$ cat src/rtl/pipe_mem_reg_p.sv
// Execute-to-memory pipeline register with stall/bubble control,
// saturating event counters and a sticky control-conflict flag.
module pipe_mem_reg_p #(
    parameter int unsigned DATA_W    = 64,
    parameter int unsigned REG_W     = 4,
    parameter int unsigned ICODE_W   = 4,
    parameter int unsigned STAT_W    = 3,
    parameter int unsigned CNT_W     = 16,
    parameter int unsigned NOP_ICODE = 1,
    parameter int unsigned RNONE     = 15,
    parameter int unsigned BUB_STAT  = 0
) (
    input  logic               clk,
    input  logic               rst,
    input  logic               M_stall,
    input  logic               M_bubble,
    input  logic [ICODE_W-1:0] E_icode,
    input  logic [STAT_W-1:0]  E_stat,
    input  logic               e_cnd,
    input  logic [DATA_W-1:0]  e_valE,
    input  logic [DATA_W-1:0]  e_valA,
    input  logic [REG_W-1:0]   e_dstE,
    input  logic [REG_W-1:0]   E_dstM,
    output logic [ICODE_W-1:0] M_icode,
    output logic [STAT_W-1:0]  M_stat,
    output logic               M_cnd,
    output logic [DATA_W-1:0]  M_valE,
    output logic [DATA_W-1:0]  M_valA,
    output logic [REG_W-1:0]   M_dstE,
    output logic [REG_W-1:0]   M_dstM,
    output logic               M_valid,
    output logic [CNT_W-1:0]   bubble_cnt,
    output logic [CNT_W-1:0]   stall_cnt,
    output logic               ctl_err
);

    localparam logic [ICODE_W-1:0] NOP_I  = ICODE_W'(NOP_ICODE);
    localparam logic [REG_W-1:0]   R_NONE = REG_W'(RNONE);
    localparam logic [STAT_W-1:0]  B_STAT = STAT_W'(BUB_STAT);
    localparam logic [CNT_W-1:0]   CNT_MAX = '1;

    // Pipeline payload: bubble beats stall, stall beats load
    always_ff @(posedge clk or posedge rst) begin
        if (rst) begin
            M_icode <= NOP_I;
            M_stat  <= B_STAT;
            M_cnd   <= 1'b0;
            M_valE  <= '0;
            M_valA  <= '0;
            M_dstE  <= R_NONE;
            M_dstM  <= R_NONE;
            M_valid <= 1'b0;
        end else if (M_bubble) begin
            M_icode <= NOP_I;
            M_stat  <= B_STAT;
            M_cnd   <= 1'b0;
            M_valE  <= '0;
            M_valA  <= '0;
            M_dstE  <= R_NONE;
            M_dstM  <= R_NONE;
            M_valid <= 1'b0;
        end else if (!M_stall) begin
            M_icode <= E_icode;
            M_stat  <= E_stat;
            M_cnd   <= e_cnd;
            M_valE  <= e_valE;
            M_valA  <= e_valA;
            M_dstE  <= e_dstE;
            M_dstM  <= E_dstM;
            M_valid <= 1'b1;
        end
    end

    // Saturating event counters and sticky conflict flag
    always_ff @(posedge clk or posedge rst) begin
        if (rst) begin
            bubble_cnt <= '0;
            stall_cnt  <= '0;
            ctl_err    <= 1'b0;
        end else begin
            if (M_bubble && (bubble_cnt != CNT_MAX))
                bubble_cnt <= bubble_cnt + CNT_W'(1);
            if (M_stall && !M_bubble && (stall_cnt != CNT_MAX))
                stall_cnt <= stall_cnt + CNT_W'(1);
            if (M_stall && M_bubble)
                ctl_err <= 1'b1;
        end
    end

endmodule

$ cat config.mk
export PLATFORM = sky130hd
export DESIGN_NAME = pipe_mem_reg_p
export DESIGN_NICKNAME = d
export VERILOG_FILES = /design/src/rtl/pipe_mem_reg_p.sv
export SDC_FILE = /design/constraint.sdc
export NUM_CORES = 1
export LEC_CHECK = 0
export CAP_MARGIN = 5
export CORE_ASPECT_RATIO = 1.1
export CORE_MARGIN = 2
export CORE_UTILIZATION = 42
export DETAILED_ROUTE_END_ITERATION = 8
export PLACE_DENSITY = 0.8
export SYNTH_ARGS = -nofsm -noshare
export SYNTH_HDL_FRONTEND = slang
export SYNTH_SLANG_ARGS = --single-unit
$ cat constraint.sdc
create_clock -name clk -period 7.2 [get_ports clk]
set_input_delay 0.72 -clock clk [delete_from_list [all_inputs] [get_ports clk]]
set_output_delay 0.72 -clock clk [all_outputs]
set_load 0.01 [all_outputs]
Word-level counts from Yosys, hierarchy flattened
Cells that the tools add are included.
{"block": "classes", "mux": 16, "n_reduce_logical": 5, "eq_ne": 3, "n_addsub": 2}
{"operator": "$mux W64", "n": 4}
{"operator": "$add A16 B1 Y16 const B", "n": 2}
{"operator": "$ne A16 B16 Y1 const B", "n": 2}
{"operator": "$mux W4", "n": 6}
{"operator": "$mux W3", "n": 2}
{"operator": "$logic_and A1 B1 Y1", "n": 4}
{"operator": "$mux W1", "n": 4}
{"operator": "$ne A2 B1 Y1 const B", "n": 1}
{"operator": "$logic_not A1 Y1", "n": 1}
{"block": "word_totals", "inputBits": 148, "output_inout_bits": 178, "reg_bits": 178, "word_cells": 37}

Longest topological paths before layout
Gate-level depths: netlist of run 1.
{"block": "logic_depth", "depth_word": 3, "ltp_mapped": 6, "depth_no_buf": 5}

Least setup slack after synthesis of run 1
Ideal clock, no wire load.
{"block": "synth_timing", "path_type": "input port to flip-flop", "from": "input port M_bubble", "to": "register stall_cnt[14]", "n_path_buf": 1, "slack_ns": 5.145, "stages": 5, "arrival_ns": 1.930, "setup_ns": 0.125, "required_ns": 7.075, "cell_sequence": "buf_6 nand2b_4 or3_1 nor4_1 mux2_2"}
{"block": "synth_between", "elab_chain_cells": 3}
{"element": "start, declared", "line_no": "16", "rtl": "input logic M_bubble,"}
{"element": "$logic_not A1 Y1", "line_no": "83", "rtl": "if (M_stall && !M_bubble && (stall_cnt != CNT_MAX))"}
{"element": "$logic_and A1 B1 Y1 (2 in series)", "line_no": "83"}
{"element": "end signal, assigned", "line_no": "84", "rtl": "stall_cnt <= stall_cnt + CNT_W'(1);"}
{"element": "end, declared", "line_no": "33", "rtl": "output logic [CNT_W-1:0] stall_cnt,"}
Every way passes these cells.
A chain may end at the register's enable or synchronous reset.

Worst setup path after layout of run 1
{"block": "layout_timing", "from": "input port M_bubble", "to": "register bubble_cnt[15]"}
{"block": "layout_between", "elab_chain_cells": 1}
{"element": "$logic_and A1 B1 Y1", "line_no": "81", "rtl": "if (M_bubble && (bubble_cnt != CNT_MAX))"}
{"element": "end signal, assigned", "line_no": "82", "rtl": "bubble_cnt <= bubble_cnt + CNT_W'(1);"}
{"element": "end, declared", "line_no": "32", "rtl": "output logic [CNT_W-1:0] bubble_cnt,"}
Every way passes these cells.

==> flow_summary.json, run 1 <==
{
  "coreArea_mm2": 0.0175,
  "ir_drop_v": 0.000170,
  "cts_max_level": 4,
  "final_antenna_net_count": 0,
  "cts_buffers": 17,
  "dr_total_vias": 5801,
  "synth_edf_count": 0,
  "ctsResizeCount": 0,
  "cts_tree": "done",
  "rows": 51,
  "post-route-util_pct": 65.2,
  "holdPathEnd": "ctl_err",
  "grt-ovfl-total": 0,
  "end_kind": "flip-flop",
  "grt_use_total_pct": 21.1,
  "path_cells": "buf_4, buf_4, and4_1, nand4_1, nor4_1, xor2_1",
  "yosysUniqueCellTypes": 41,
  "area_growth_pct": 53.7,
  "placed_area_mm2": 0.0109,
  "tns_ps": 0,
  "period_share_pct": 39.9,
  "worstSkewPairLatency_ps": 420,
  "dieArea_mm2": 0.0188,
  "crit_buf_inv": 2,
  "fmax_mhz": 348,
  "yosysWarnings": 0,
  "final_area_mm2": 0.0114,
  "cp_slowest_cell": "buf_4",
  "rsz0062_at_grt": "no",
  "clockBufferDepth": 2,
  "timing.slew.headroom_pct": 31.8,
  "drive_gt1_share_pct": 6.43,
  "drc": 0,
  "grt_pass1_vias": 5727,
  "synthesis.area_mm2": 0.00745,
  "hold_buffers": 0,
  "wl_per_cell_um": 17.0,
  "ys.flop_type": "dfrtp_1",
  "regArea_mm2": 0.00447,
  "hold_class": "flip-flop to flip-flop",
  "gp_congestion": 0.816,
  "finalHoldViolCount": 0,
  "rr_worst_depth": 5,
  "fillerInstances": 1375,
  "yosys.area.top_type": "dfrtp_1",
  "drt-vias-per-instance": 4.89,
  "postCtsSetupBuffers": 0,
  "synthCells": 624,
  "synth_top_area_share_pct": 56.8,
  "post-synth-top-count-cell": "dfrtp_1",
  "hpwl_um": 14300,
  "hold_depth": 1,
  "cts-root-buf": "clkbuf_16",
  "powerDensity_mw_per_mm2": 226,
  "critical_path.max_stage_delay_ps": 700,
  "cts_sinks": 178,
  "grt_start_max_net_pins": 114,
  "antenna_found_initial": 0,
  "critPathTopFamily": "buffers and inverters",
  "avgSynthCellArea_um2": 11.9,
  "initial_core_util_pct": 42.5,
  "yosys-top-cells-count": "169 x dfrtp_1, 146 x nor2_1, 136 x mux2i_1",
  "hold_start": "ctl_err",
  "async_flop_share_pct": 100,
  "first_pass_iters": 4,
  "crit_top_cell": "buf_4",
  "reg2reg_from": "stall_cnt[0]",
  "synth_seq_cells": 178,
  "synth_area_leaders": "dfrtp_1 57%, mux2i_1 18%, nor2_1 7.4%",
  "setup_viol": 0,
  "start_kind": "input port",
  "diodes": 0,
  "leakagePower_nw": 5.30,
  "synth.yosys.seq_area_share_pct": 59.9,
  "crit_arrival_ps": 3210,
  "path_class": "input port to flip-flop",
  "drt_iter0_drc": 311,
  "rrSetupSlack_ps": 5320,
  "p_total_w": 0.00259,
  "pin_count": 326,
  "crit_fanout": 83,
  "synth_nets": 774,
  "fin_cells": 1187,
  "r2r_end": "stall_cnt[14]",
  "dp.cells": 1155,
  "max-cap-violations": 0,
  "finalCriticalPeriod_ps": 2870,
  "cp.required_ps": 7530,
  "die_w_um": 131,
  "die_h_um": 144,
  "grt_pass1_wl_um": 30600,
  "multi_input_area_mm2": 0.00280,
  "slew_viol_final": 0,
  "fin_worst_skew_ps": 7.91,
  "worst_pin_slew_ps": 1020,
  "routed_wl_um": 20200,
  "outcome": "finished clean",
  "nNetsFinal": 1086,
  "io_buffers": 325,
  "clk_pin_slew_worst_paths_ps": 70
}
## layer usage
layer	share of wire, %	up-vias	wire [µm]	track usage, %
met5	0	-	0	0
met4	2.2	0	439	7.95
met3	6.7	31	1360	5.29
met2	51	176	10400	35.1
met1	40	2842	8070	26.4
li1	-	2752	-	-
## registers in the layout (all words and copies together) (netlist names)
signal      flops
M_valA         64
M_valE         64
M_valid         1
M_icode         4
M_cnd           1
ctl_err         1
bubble_cnt     16
M_dstM          4
M_stat          3
stall_cnt      16
M_dstE          4
## through the flow
step / setup slack [ps] / hold slack (ps)
after global routing: 4130 / 491
after detailed placement: 3820 / 452
after global placement: 3920 / 438
after CTS: 4290 / 467
final: 4330 / 464
after floorplan: 1660 / 493
## where the power goes
group	total, W	switching (W)	internal, W
clock	0.000895	0.000420	0.000475
combinational	0.000517	0.000220	0.000297
sequential	0.00117	0.0000868	0.00109
total	0.00259	0.000727	0.00186
## cells by family after synthesis
kind of cell               after synthesis  synth area share, %
adders and majority gates                2                0.336
AOI/OAI and AO/OA                       24                 2.37
and+or+nand+nor                        218                 13.6
buffers and inverters                   41                 2.42
DFF                                    178                 59.9
muxes                                  140                 18.9
xor gates and xnor gates                21                 2.47
## area by class of cell
class                   instances  share of cell area [%]
inverters                       5                   0.208
multi-input cells             405                    24.5
flip-flops and latches        178                    39.0
repair buffers                329                    28.7
clock buffers                  19                    3.96
clock inverters                13                    1.04
well taps                     238                    2.60
## cell usage in the layout (no fill, tap or decap), types with 5 or more instances in the layout
| master | n |
|---|---|
| nand3_1 | 6 |
| nor4_1 | 5 |
| a21oi_1 | 6 |
| clkdlybuf4s50_1 | 323 |
| dfrtp_1 | 169 |
| a211o_1 | 9 |
| clkbuf_16 | 17 |
| dfstp_2 | 9 |
| mux2i_1 | 136 |
| xor2_1 | 17 |
| nor2b_1 | 9 |
| buf_4 | 5 |
| nor2_1 | 146 |
| nand2_1 | 13 |
| nand4_1 | 8 |
| nor3_1 | 9 |
| and4_1 | 5 |
## worst max-delay path by stage
stage	startpoint	end	depth (start not counted)
global placement	M_bubble	bubble_cnt[15]	6
detailed placement	M_bubble	bubble_cnt[15]	6
floorplan	rst	M_cnd	1
global route	M_bubble	bubble_cnt[15]	6
finish	M_bubble	bubble_cnt[15]	6
CTS	M_bubble	bubble_cnt[15]	6
No activity file was read; power rests on OpenSTA's default activity.
==> inputs of run 2 (changes only) <==
Settings changed: CORE_UTILIZATION 42 to 38, PLACE_DENSITY 0.8 to 0.76.
Clock period 7.2 ns to 2.4 ns, I/O delays scaled along.
==> run 2 against run 1 <==
Compared with the run above:
- routed wire length decreased by 1.8%
- cell area increased by 0.92%
- sequential share of layout area shrank 0.35 points
- die area rose by 10%
- clock power increased to 3.1 times the previous value
- worst setup slack lost 3800 ps
- total power rose to 3.0 times the previous value
- register-to-register slack got worse by 4800 ps
- first-iteration DRC count down 4.5%
- utilization down 5.0 points
- combinational power grew to 3.0 times the previous value
==> flow_summary.json, run 2 (synthesis results as in run 1) <==
{
  "drt_iter0_drc": 297,
  "grt_pass1_vias": 5712,
  "crit_arrival_ps": 2170,
  "io_buffers": 325,
  "hold_class": "input port to flip-flop",
  "rows": 53,
  "first_pass_iters": 5,
  "hpwl_um": 13900,
  "clockBufferDepth": 2,
  "grt_use_total_pct": 18.7,
  "ctsResizeCount": 0,
  "hold_depth": 3,
  "timing.slew.headroom_pct": 26.2,
  "fin_worst_skew_ps": 6.57,
  "start_kind": "flip-flop",
  "nNetsFinal": 1089,
  "postCtsSetupBuffers": 0,
  "dr_total_vias": 5792,
  "rrSetupSlack_ps": 530,
  "routed_wl_um": 19900,
  "max-cap-violations": 0,
  "cts_tree": "done",
  "clk_pin_slew_worst_paths_ps": 70,
  "holdPathEnd": "bubble_cnt[2]",
  "worstSkewPairLatency_ps": 420,
  "leakagePower_nw": 5.33,
  "initial_core_util_pct": 38.9,
  "outcome": "finished clean",
  "area_growth_pct": 55.1,
  "drc": 0,
  "die_h_um": 151,
  "finalCriticalPeriod_ps": 1870,
  "post-route-util_pct": 60.3,
  "final_antenna_net_count": 0,
  "diodes": 0,
  "coreArea_mm2": 0.0192,
  "hold_start": "M_bubble",
  "finalHoldViolCount": 0,
  "fillerInstances": 1598,
  "grt-ovfl-total": 0,
  "period_share_pct": 77.9,
  "dieArea_mm2": 0.0207,
  "slew_viol_final": 0,
  "gp_congestion": 0.808,
  "grt_pass1_wl_um": 30100,
  "crit_fanout": 5,
  "worst_pin_slew_ps": 1110,
  "reg_top3": "M_valA: 64 flops, M_valE: 64 flops",
  "reg2reg_from": "stall_cnt[0]",
  "whs_ps": 168,
  "final_common_cell": "clkdlybuf4s50_1",
  "cp.required_ps": 2700,
  "hold_buffers": 0,
  "cts_max_level": 4,
  "layout_setup_ws_ps": 531,
  "die_w_um": 138,
  "powerDensity_mw_per_mm2": 682,
  "path_class": "flip-flop to flip-flop",
  "cts_buffers": 17,
  "antenna_found_initial": 0,
  "critical_path.max_stage_delay_ps": 450,
  "r2r_end": "stall_cnt[14]",
  "tns_ps": 0,
  "fmax_mhz": 535,
  "final_cell_mix": "323 x clkdlybuf4s50_1, 169 x dfrtp_1, 146 x nor2_1, 136 x mux2i_1",
  "setup_viol": 0,
  "cts-root-buf": "clkbuf_16",
  "cp_slowest_cell": "or3_1",
  "rr_worst_depth": 5,
  "wl_per_cell_um": 16.6,
  "drt-vias-per-instance": 4.83,
  "place_ws_ps": 547,
  "path_cells": "ha_1, inv_1, or3_1, nor4_1, mux2_2",
  "cts_sinks": 178,
  "pin_count": 326,
  "ir_drop_v": 0.000539,
  "end_kind": "flip-flop",
  "rsz0062_at_grt": "no",
  "grt_start_max_net_pins": 156,
  "drive_gt1_share_pct": 6.51
}
==> run 2: per-stage QoR <==
stage | cells | power (W) | instance area (µm²)
after floorplan | 624 | 0.00418 | 7450
after global placement | 1167 | 0.00511 | 11000
after detailed placement | 1167 | 0.00514 | 11000
after CTS | 1199 | 0.00799 | 11600
after global routing | 1199 | 0.00824 | 11600
final | 1199 | 0.00788 | 11600
==> run 2: area by class of cell <==
| cell class | instances | area [µm²] | area share (%) |
|---|---|---|---|
| Multi-Input combinational cell | 405 | 2800 | 24.3 |
| Clock inverter | 12 | 148 | 1.28 |
| Clock buffer | 20 | 447 | 3.87 |
| Tap cell | 247 | 309 | 2.68 |
| Sequential cell | 178 | 4470 | 38.7 |
| Timing Repair Buffer | 332 | 3360 | 29.1 |
| Inverter | 5 | 22.5 | 0.195 |
==> run 2: power breakdown <==
group | switching, W | internal, W
Clock | 0.00122 | 0.00159
Sequential | 0.000241 | 0.00326
Combinational | 0.000661 | 0.000904
Total | 0.00212 | 0.00576
==> run 2: worst max-delay path by stage <==
stage	from	end	slack [ps]	cells past startpoint
floorplan	rst	M_cnd	-110	1
global placement	stall_cnt[0]	stall_cnt[14]	630	5
detailed placement	stall_cnt[0]	stall_cnt[14]	550	5
CTS	stall_cnt[0]	stall_cnt[14]	540	5
global route	stall_cnt[0]	stall_cnt[14]	480	5
finish	stall_cnt[0]	stall_cnt[14]	530	5
==> run 2: critical path, delay by kind of cell (launching register included) <==
| kind | cells | cell delay [ps] |
|---|---|---|
| mux | 1 | 380 |
| simple gates | 2 | 690 |
| fa+ha+maj | 1 | 210 |
| buf+inv | 1 | 70 |
| flops | 1 | 400 |
==> run 2: layer usage <==
layer / routed length, µm / track usage (%) / part of all wire (%) / up-vias
met5: 0 / 0 / 0 / -
met4: 308 / 4.90 / 1.6 / 0
met2: 9870 / 31.5 / 50 / 199
met1: 7890 / 22.4 / 40 / 2815
met3: 1790 / 7.06 / 9.0 / 22
li1: - / - / - / 2756
==> inputs of run 3 (changes only) <==
Settings changed: CORE_UTILIZATION 38 to 42, PLACE_DENSITY 0.76 to 0.8.
Clock period 2.4 ns to 1.87 ns, I/O delays scaled along.
==> run 3 against run 2 <==
Compared with the run above:
- register-to-register slack got worse by 470 ps
- clock skew increased by 2.0 ps
- via count up 1.2%
- critical path depth is the same
- critical endpoint unchanged
- largest power group unchanged
- highest routed layer unchanged
==> flow_summary.json, run 3 (synthesis results as in run 1) <==
{
  "outcome": "finished clean",
  "pwr-share-clk_pct": 34.1,
  "rrSetupSlack_ps": 60,
  "rr_worst_depth": 5,
  "setup_viol": 0,
  "critical_path.max_stage_delay_ps": 410,
  "fillerInstances": 1353,
  "io_buffers": 325,
  "drc": 0,
  "diodes": 0,
  "p_seq_share_pct": 45.0,
  "rows": 51,
  "p_int_w": 0.00725,
  "leakagePower_nw": 5.38,
  "clk_pin_slew_worst_paths_ps": 70,
  "dr_total_vias": 5861,
  "initial_core_util_pct": 42.5,
  "hold_class": "input port to flip-flop",
  "end_kind": "flip-flop",
  "slew_viol_final": 0,
  "reg2reg_from": "stall_cnt[1]",
  "wl_per_cell_um": 16.6,
  "post-route-util_pct": 66.5,
  "final_cell_mix": "323 x clkdlybuf4s50_1, 168 x dfrtp_1, 146 x nor2_1, 136 x mux2i_1",
  "worstSkewPairLatency_ps": 420,
  "drt_iter0_drc": 370,
  "gp_congestion": 0.841,
  "dieArea_mm2": 0.0188,
  "drt-vias-per-instance": 4.89,
  "grt_start_max_net_pins": 147,
  "fin_cells": 1199,
  "start_kind": "flip-flop",
  "grt_use_total_pct": 21.0,
  "reg_top3": "M_valA: 64 flops, M_valE: 64 flops",
  "pin_count": 326,
  "switching_share_pct": 27.3,
  "path_cells": "ha_2, inv_1, or3_4, nor4_4, mux2_4",
  "path_class": "flip-flop to flip-flop",
  "rsz0062_at_grt": "yes",
  "crit_fanout": 5,
  "grt_pass1_vias": 5846,
  "dp.cells": 1167,
  "cts_max_level": 4,
  "ir_drop_v": 0.000649,
  "antenna_found_initial": 0,
  "finalCriticalPeriod_ps": 1810,
  "cts_buffers": 17,
  "regArea_mm2": 0.00447,
  "grt-ovfl-total": 0,
  "nNetsFinal": 1098,
  "drive_gt1_share_pct": 7.80,
  "cp_slowest_cell": "or3_4",
  "cp-endpoint": "stall_cnt[14]",
  "crit_arrival_ps": 2110,
  "area_growth_pct": 56.5,
  "period_share_pct": 96.8,
  "finalHoldViolCount": 0,
  "powerDensity_mw_per_mm2": 855,
  "die_h_um": 144,
  "clockBufferDepth": 2,
  "p_sw_w": 0.00272,
  "fmax_mhz": 552,
  "timing.slew.headroom_pct": 55.4,
  "r2r_end": "stall_cnt[14]",
  "crit_path_start": "stall_cnt[1]",
  "worst_pin_slew_ps": 669,
  "postCtsSetupBuffers": 0,
  "first_pass_iters": 7,
  "grt_pass1_wl_um": 30800,
  "cts_tree": "done",
  "max-cap-violations": 0,
  "final_antenna_net_count": 0,
  "die_w_um": 131,
  "cp.required_ps": 2170,
  "cts-root-buf": "clkbuf_16",
  "cts_sinks": 178,
  "p_comb_share_pct": 20.9,
  "multi_input_area_mm2": 0.00283,
  "hpwl_um": 14200,
  "routed_wl_um": 19900,
  "fin_worst_skew_ps": 8.54,
  "coreArea_mm2": 0.0175,
  "final_common_cell": "clkdlybuf4s50_1"
}
==> run 3: metal layers <==
metal	share of wire [%]	global-route usage [%]	vias to the layer above
li1	-	-	2779
met1	41	26.9	2877
met2	51	34.2	180
met3	6.9	6.40	25
met4	1.7	6.49	0
met5	0	0	-
==> run 3: worst max-delay path: cells and delay by family (launching register included) <==
family	cells	cell delay [ps]
muxes	1	320
buffers and inverters	1	60
DFF	1	390
and+or+nand+nor	2	720
adders and majority gates	1	200
==> run 3: stage by stage <==
| stage | hold slack [ps] | setup slack [ps] | TNS [ps] | area (µm²) | total power, W |
|---|---|---|---|---|---|
| after CTS | 95.2 | 71.5 | 0 | 11600 | 0.0101 |
| after detailed placement | 444 | 81.8 | 0 | 11100 | 0.00664 |
| after global placement | 439 | 115 | 0 | 11100 | 0.00660 |
| after floorplan | 340 | -590 | -99970 | 7450 | 0.00536 |
| after global routing | 134 | -16.4 | -20.6 | 11700 | 0.0104 |
| final | 111 | 59.0 | 0 | 11700 | 0.00997 |
==> run 3: final cells by class <==
class | instances | area share [%]
flip-flops and latches | 178 | 38.3
repair buffers | 341 | 29.9
multi-input cells | 405 | 24.3
clock buffers | 19 | 3.71
well taps | 238 | 2.55
clock inverters | 13 | 1.07
inverters | 5 | 0.193
==> run 3: repair_timing <==
action,4_1_cts,5_1_grt
hold buffers,0,0
gates resized for setup,0,6
endpoints found under the setup margin,0,1
==> run 3: how the worst min path moves through the flow <==
stage,startpoint,end,depth (start not counted)
after floorplan,e_cnd,M_cnd,2
after global placement,ctl_err,ctl_err,1
after detailed placement,ctl_err,ctl_err,1
after CTS,M_bubble,bubble_cnt[0],3
after global routing,M_bubble,bubble_cnt[2],3
final,M_bubble,bubble_cnt[0],3
==> run 3: power by group through the flow <==
stage | sequential (W) | combinational [W] | clock [W]
2_1_floorplan | 0.00468 | 0.000685 | 0
3_3_place_gp | 0.00453 | 0.00207 | 0
3_5_place_dp | 0.00455 | 0.00210 | 0
4_1_cts | 0.00449 | 0.00210 | 0.00349
5_1_grt | 0.00455 | 0.00225 | 0.00364
6_report | 0.00449 | 0.00208 | 0.00340
